File: config.mk
export PLATFORM = sky130hd
export DESIGN_NAME = striping_lane_ctrl
export DESIGN_NICKNAME = d
export VERILOG_FILES = /design/src/rtl/striping_pkg.sv /design/src/rtl/lane_credit_cnt.sv /design/src/rtl/striping_lane_ctrl.sv
export SDC_FILE = /design/constraint.sdc
export NUM_CORES = 1
export LEC_CHECK = 0
export CORE_MARGIN = 8
export CORE_UTILIZATION = 32
export CTS_BUF_LIST = sky130_fd_sc_hd__clkbuf_4
export DETAILED_ROUTE_END_ITERATION = 10
export GPL_TIMING_DRIVEN = 0
export HOLD_SLACK_MARGIN = 0.15
export PLACE_DENSITY = 0.63
export SYNTH_ARGS = -nofsm -noshare
export SYNTH_HDL_FRONTEND = slang
export SYNTH_SLANG_ARGS = --single-unit
File: constraint.sdc
create_clock -name clk_2f -period 7.05 [get_ports clk_2f]
set_input_delay 1.0575 -clock clk_2f [delete_from_list [all_inputs] [get_ports clk_2f]]
set_output_delay 1.0575 -clock clk_2f [all_outputs]
set_load 0.02 [all_outputs]
File: src/rtl/striping_pkg.sv
// Shared constants for the 2-lane striping controller.
package striping_pkg;

   typedef enum logic [1:0] {
      ST_IDLE   = 2'd0,
      ST_ACTIVE = 2'd1,
      ST_STALL  = 2'd2
   } state_t;

   localparam logic LANE0 = 1'b0;
   localparam logic LANE1 = 1'b1;

   localparam int unsigned MAX_CREDITS_DEF = 4;

endpackage

File: src/rtl/lane_credit_cnt.sv
// Per-lane credit counter: decrement on push, increment on return, saturating
// at MAX_CREDITS with a sticky error flag for an over-return.
module lane_credit_cnt #(
   parameter int unsigned MAX_CREDITS = 4,
   parameter int unsigned CREDIT_W    = 3
) (
   input  logic                clk_2f,
   input  logic                reset_L,
   input  logic                push,
   input  logic                credit_return,
   output logic [CREDIT_W-1:0] credits,
   output logic                has_credit,
   output logic                credit_err
);

   localparam logic [CREDIT_W-1:0] MaxVal = CREDIT_W'(MAX_CREDITS);

   logic [CREDIT_W-1:0] cnt_q, cnt_d;
   logic                err_q, err_d;

   // Next credit value; push and return in the same cycle cancel out.
   always_comb begin
      cnt_d = cnt_q;
      err_d = err_q;
      if (push && !credit_return) begin
         cnt_d = cnt_q - CREDIT_W'(1);
      end else if (credit_return && !push) begin
         if (cnt_q == MaxVal) begin
            err_d = 1'b1;
         end else begin
            cnt_d = cnt_q + CREDIT_W'(1);
         end
      end
   end

   // Credit and error registers.
   always_ff @(posedge clk_2f or negedge reset_L) begin
      if (!reset_L) begin
         cnt_q <= MaxVal;
         err_q <= 1'b0;
      end else begin
         cnt_q <= cnt_d;
         err_q <= err_d;
      end
   end

   assign credits    = cnt_q;
   assign has_credit = (cnt_q != '0);
   assign credit_err = err_q;

endmodule

File: src/rtl/striping_lane_ctrl.sv
// Lane sequencer for the 2-lane striping demux: picks the lane of each accepted
// word, applies per-lane credit flow control and realigns to lane 0 per burst.
module striping_lane_ctrl
   import striping_pkg::*;
#(
   parameter int unsigned MAX_CREDITS = MAX_CREDITS_DEF,
   parameter int unsigned CREDIT_W    = 3,
   parameter int unsigned CNT_W       = 16
) (
   input  logic                clk_2f,
   input  logic                reset_L,
   input  logic                valid_in,
   output logic                ready_in,
   input  logic                credit_return_0,
   input  logic                credit_return_1,
   output logic                selector,
   output logic                push_0,
   output logic                push_1,
   output logic [CREDIT_W-1:0] credits_0,
   output logic [CREDIT_W-1:0] credits_1,
   output logic [1:0]          state,
   output logic [CNT_W-1:0]    word_count,
   output logic                credit_err
);

   state_t           state_q, state_d;
   logic             sel_q, sel_d;
   logic [CNT_W-1:0] wc_q;
   logic             has_credit_0, has_credit_1;
   logic             err_0, err_1;
   logic             accept;

   // Handshake and zero-latency push strobes; reset_L gates pushes while held low.
   always_comb begin
      ready_in = sel_q ? has_credit_1 : has_credit_0;
      accept   = valid_in & ready_in & reset_L;
      push_0   = accept & (sel_q == LANE0);
      push_1   = accept & (sel_q == LANE1);
   end

   lane_credit_cnt #(
      .MAX_CREDITS (MAX_CREDITS),
      .CREDIT_W    (CREDIT_W)
   ) u_credit_0 (
      .clk_2f        (clk_2f),
      .reset_L       (reset_L),
      .push          (push_0),
      .credit_return (credit_return_0),
      .credits       (credits_0),
      .has_credit    (has_credit_0),
      .credit_err    (err_0)
   );

   lane_credit_cnt #(
      .MAX_CREDITS (MAX_CREDITS),
      .CREDIT_W    (CREDIT_W)
   ) u_credit_1 (
      .clk_2f        (clk_2f),
      .reset_L       (reset_L),
      .push          (push_1),
      .credit_return (credit_return_1),
      .credits       (credits_1),
      .has_credit    (has_credit_1),
      .credit_err    (err_1)
   );

   // Next state and selector: toggle on accept, freeze on stall, realign on a gap.
   always_comb begin
      state_d = state_q;
      sel_d   = sel_q;
      case (state_q)
         ST_IDLE: begin
            sel_d = LANE0;
            if (accept) begin
               state_d = ST_ACTIVE;
               sel_d   = LANE1;
            end else if (valid_in) begin
               state_d = ST_STALL;
            end
         end
         ST_ACTIVE, ST_STALL: begin
            if (accept) begin
               state_d = ST_ACTIVE;
               sel_d   = ~sel_q;
            end else if (valid_in) begin
               state_d = ST_STALL;
            end else begin
               state_d = ST_IDLE;
               sel_d   = LANE0;
            end
         end
         default: begin
            state_d = ST_IDLE;
            sel_d   = LANE0;
         end
      endcase
   end

   // State, selector and accepted-word counter registers.
   always_ff @(posedge clk_2f or negedge reset_L) begin
      if (!reset_L) begin
         state_q <= ST_IDLE;
         sel_q   <= LANE0;
         wc_q    <= '0;
      end else begin
         state_q <= state_d;
         sel_q   <= sel_d;
         if (accept) begin
            wc_q <= wc_q + CNT_W'(1);
         end
      end
   end

   assign selector   = sel_q;
   assign state      = state_q;
   assign word_count = wc_q;
   assign credit_err = err_0 | err_1;

endmodule

Word level (Yosys, flattened, before mapping). Cells that the tools add are included.

Bits in registers: 27. Input port bits: 5. Output and inout bits: 29.

Add/sub/neg operators: 5. Equality and inequality tests: 8. Multiplexer cells: 16. Bitwise gates (word level): 8. Reductions and logical operators: 18.

Operators by type and width (number): $mux W3 (6); $add A16 B1 Y16 const B (1); $mux W2 (4); $add A3 B1 Y3 const B (2); $eq A3 B3 Y1 const B (2); $ne A3 B3 Y1 const B (2); $reduce_and A3 Y1 (2); $reduce_bool A3 Y1 (2); $sub A3 B1 Y3 const B (2); $and A1 B1 Y1 (4); $logic_and A1 B1 Y1 (4); $logic_not A1 Y1 (4); $mux W1 (4); $ne A2 B1 Y1 const B (2); $pmux W2 S2 (1); $reduce_and A2 Y1 (2); $reduce_bool A2 Y1 (2); $not A1 Y1 (3); $eq A2 B1 Y1 const B (1); $eq A2 B2 Y1 const B (1); $logic_not A2 Y1 (1); $pmux W1 S2 (1); $reduce_or A2 Y1 (1); $or A1 B1 Y1 (1).

Depth between registers and ports, before layout.
Word-level depth: 9. Gate-level depth with buffers: 12. Mapped depth without buffers: 11.

Modules after synthesis. From an unflattened synthesis, not the netlist that was laid out.

Cell total of the unflattened synthesis: 137. Area total of the unflattened synthesis: 1458.9 µm².

By module, submodules not included: striping_lane_ctrl (times used 1, cells each 81, area an instance 918.4 µm², seq. area each 475.5 µm²); lane_credit_cnt (times used 2, cells each 28, area an instance 270.3 µm², seq. area each 101.3 µm²).

Worst setup path after synthesis. OpenSTA, ideal clock, no wires.

Path kind: input to register. Start point: input valid_in. End point: register u_credit_0.cnt_q[2], in the netlist u_credit_0.credits[2]. Setup time: 89 ps. Arrival: 3235 ps. Required time: 6961 ps. Setup slack: 3726 ps. Stages: 9. Path buffers: 0. Cell sequence: and2_1 -> nand3_1 -> nor2_1 -> ha_1 -> inv_1 -> fa_1 -> or4_1 -> a21oi_1 -> a221oi_1.

Word-level cells in the longest chain between the ends: 7. Elaborated cells on any way between the ends: 10. Those cells by class: eq/ne (1); mux (1); bitwise (3); reduce/logical (5).

RTL lines: start, declared (line striping_lane_ctrl.sv:12) `input logic valid_in,`; $and A1 B1 Y1 * (2 in a row) (line striping_lane_ctrl.sv:36) `accept = valid_in & ready_in & reset_L;`; $and A1 B1 Y1 * (line striping_lane_ctrl.sv:37) `push_0 = accept & (sel_q == LANE0);`; via push_0 (line striping_lane_ctrl.sv:17) `output logic push_0,`; $logic_not A1 Y1 (line lane_credit_cnt.sv:27) `end else if (credit_return && !push) begin`; $logic_and A1 B1 Y1 (line lane_credit_cnt.sv:27); $reduce_bool A2 Y1 (no source line); $reduce_and A2 Y1 (no source line); end signal, assigned (line lane_credit_cnt.sv:39) `cnt_q <= MaxVal;`; end signal, assigned (line lane_credit_cnt.sv:42) `cnt_q <= cnt_d;`; end, declared (line lane_credit_cnt.sv:18) `logic [CREDIT_W-1:0] cnt_q, cnt_d;`.

Mark *: on every way through the listed nets, which the timed path passes. The rest lies on a longest branch. A chain may end at the register's enable or synchronous reset.

Worst setup path after layout.
Start point: input reset_L. End point: output push_0.

Word-level cells in the longest chain between the ends: 2.

RTL lines: start, declared (line striping_lane_ctrl.sv:11) `input logic reset_L,`; $and A1 B1 Y1 (line striping_lane_ctrl.sv:36); $and A1 B1 Y1 (line striping_lane_ctrl.sv:37); end, declared (line striping_lane_ctrl.sv:17).

No other way between the ends.

==> reports/results.tsv <==
metric	value	unit
start_kind	primary input	
port_buffers	33	
fmax	0.249	GHz
relSlewSlack	57.4	%
reg2reg_depth	9	
internal_power	376	uW
p_sw	277	uW
ys_types	32	
wl_met1	1570	um
clock-sinks	27	
cts-root-buf	clkbuf_4	
rrSetupSlack	4.16	ns
syn_nets	162	
drv_slew	0	
path_class	primary input to output port	
cts_buffers	3	
die_area	7110	um^2
wl_met3	222	um
first_iter_violations	34	
n_antenna_cell	0	
die_width	84.3	um
power_frac_clock	10.8	%
grt_use_total	9.97	%
die-height	84.3	um
post_drt_via_cell_ratio	4.95	
grt-ovfl-total	0	
rsz0062_at_grt	false	
path_max_fanout	30	
tightest_slew	0.639	ns
layout_commonest_cell	clkdlybuf4s50_1	
post_cts_buffers	0	
finalPower	654	uW
wl_met2	1490	um
clk_pin_slew	0.15	ns
fin_crit_sh	57.0	%
final_cell_mix	clkdlybuf4s50_1, dfrtp_1, inv_1	
status	finished clean	
synth-compound-area-share	9.47	%
place_congestion	0.763	
ir_drop	0.152	mV
antenna_found_initial	0	
start_util	32.5	%
hp-start	u_credit_0.credit_err$_DFFE_PN0P_	
period_needed	4.02	ns
drive_above_1_share	7.03	%
grt_pass1_vias	1271	
ios	34	
synth_area_per_cell	10.1	um^2
cts_resized	0	
timing.rr.start	u_credit_1.credits[2]$_DFFE_PN1P_	
synth-xor-area-share	8.80	%
powerDensity	341	nW/um^2
cts.path.max_buffers	2	
rows	25	
wire_per_inst	13.8	um
clk_latency	0.33	ns
synth_top_family_by_area	simple AND/OR/NAND/NOR gates	
dr.pass1.iters	4	
cp_data_required_time	5.99	ns
drv_cap	0	
postSynthRegisterBits	27	
hold_depth	1	
fin_tns_setup	0	ns
postCtsHoldBufs	0	
post-dp-hpwl	2510	um
synth_fa_ha_area_share	8.55	%
cts_tree	built	
area_growth	28.3	%
hold_class	register to register	
routed_wirelength	3300	um
route.detailed.drc	0	
sw_frac_of_total	42.4	%
synth_simple_gate_area_share	21.3	%
comb_power_share	49.8	%
synth_warnings	0	
synth_seq_area_share	45.4	%
synth_cells	148	
setup_viol_count_final	0	
grt_pass1_wl	6050	um
rr_endpoint	u_credit_0.credits[2]$_DFFE_PN1P_	
crit_path_end_kind	output port	
synth_mux_area_share	0.671	%
syn_area	1490	um^2
postRouteAntennaNets	0	
cp.arrival	2.96	ns
whs_endpoint	u_credit_0.credit_err$_DFFE_PN0P_	
grt_max_degree	31	
crit_start	reset_L	
p_leak	0.000821	uW
htreeDepth	1	
seqPwrFrac	39.4	%
skew	0.00443	ns
hold_viol_final	0	
layout.nets	200	
vias	1184	
core	4600	um^2
dr.max_layer_used	met4	
cells in the mapped netlist:
| cell type | number | share of area, % |
|---|---|---|
| a21oi_1 | 7 | 2.3 |
| a221oi_1 | 1 | 0.59 |
| a311o_1 | 1 | 0.67 |
| a31oi_1 | 2 | 0.84 |
| a32o_1 | 1 | 0.67 |
| a41o_1 | 1 | 0.67 |
| a41o_2 | 1 | 0.75 |
| and2_1 | 5 | 2.1 |
| and2_4 | 1 | 0.59 |
| and3_1 | 7 | 2.9 |
| and4_1 | 2 | 1.2 |
| buf_6 | 2 | 1.5 |
| clkbuf_1 | 1 | 0.25 |
| dfrtp_1 | 25 | 42 |
| dfstp_2 | 2 | 3.5 |
| fa_1 | 2 | 2.7 |
| ha_1 | 7 | 5.9 |
| inv_1 | 16 | 4.0 |
| mux2i_1 | 1 | 0.67 |
| nand2_1 | 8 | 2.0 |
| nand2b_1 | 1 | 0.42 |
| nand3_1 | 6 | 2.0 |
| nand4_1 | 12 | 5.0 |
| nor2_1 | 9 | 2.3 |
| nor2b_1 | 1 | 0.42 |
| o21ai_0 | 4 | 1.3 |
| o311ai_0 | 1 | 0.59 |
| o31ai_1 | 2 | 1.0 |
| or2_2 | 1 | 0.42 |
| or4_1 | 2 | 1.0 |
| or4b_4 | 1 | 0.92 |
| xnor2_1 | 15 | 8.8 |
worst max path at each step:
stage | slack, ns | to
CTS | 2.04 | push_0
detailed placement | 2.06 | push_0
floorplan | 3.73 | u_credit_0.credits[2]$_DFFE_PN1P_
global placement | 2.07 | push_0
global route | 2.77 | push_0
finish | 3.03 | push_0
through the flow:
| step | instance area [um^2] | util, % | setup slack (ns) | cells | hold WS (ns) |
|---|---|---|---|---|---|
| global route | 1920 | 41.7 | 2.77 | 239 | 0.505 |
| CTS | 1920 | 41.8 | 2.04 | 239 | 0.490 |
| global placement | 1890 | 41.1 | 2.07 | 235 | 0.448 |
| floorplan | 1490 | - | 3.73 | 148 | 0.428 |
| finish | 1920 | 41.7 | 3.03 | 239 | 0.485 |
| detailed placement | 1890 | 41.1 | 2.06 | 235 | 0.453 |
area by class of cell:
type                       instances  area [um^2]
fill                             463         2680
multi-input combinational        102          728
sequential                        27          678
timing repair buffer              33          325
tap                               54         67.6
inverter                          16         60.1
buffer                             3         26.3
clock buffer                       3         22.5
clock inverter                     1         7.51
flip-flops by register name, indices dropped and copies added (netlist names):
signal,flops
u_credit_0.credits,3
u_credit_0.credit_err,1
u_credit_1.credits,3
u_credit_1.credit_err,1
selector,1
state,2
word_count,16
worst max-delay path: stages:
cell             delay [ns]
buf_2                  0.50
and2_1                 0.23
nand3_1                0.23
nor2_1                 0.27
clkdlybuf4s50_1        0.65
cell families (layout without fill, tap and decap cells):
| kind of cell | count (synthesis) | in the layout |
|---|---|---|
| flops | 27 | 27 |
| fa+ha+maj | 9 | 9 |
| simple gates | 56 | 56 |
| compound gates | 21 | 21 |
| buf+inv | 19 | 56 |
| mux | 1 | 1 |
| xor+xnor | 15 | 15 |
per-layer routing:
layer  global-route usage, %  vias to the layer above
met5                       0                        -
met4                    1.88                        0
met3                    4.07                        2
met2                    16.0                       28
met1                    12.2                      558
li1                        -                      596
power groups by stage:
| stage | clock network (uW) | registers, uW | logic (uW) |
|---|---|---|---|
| floorplan | 0 | 292 | 162 |
| global placement | 0 | 261 | 325 |
| detailed placement | 0 | 261 | 331 |
| CTS | 77.1 | 258 | 332 |
| global route | 83.3 | 267 | 364 |
| finish | 70.8 | 257 | 325 |
Note: power is estimated with default switching activity, not from simulation.
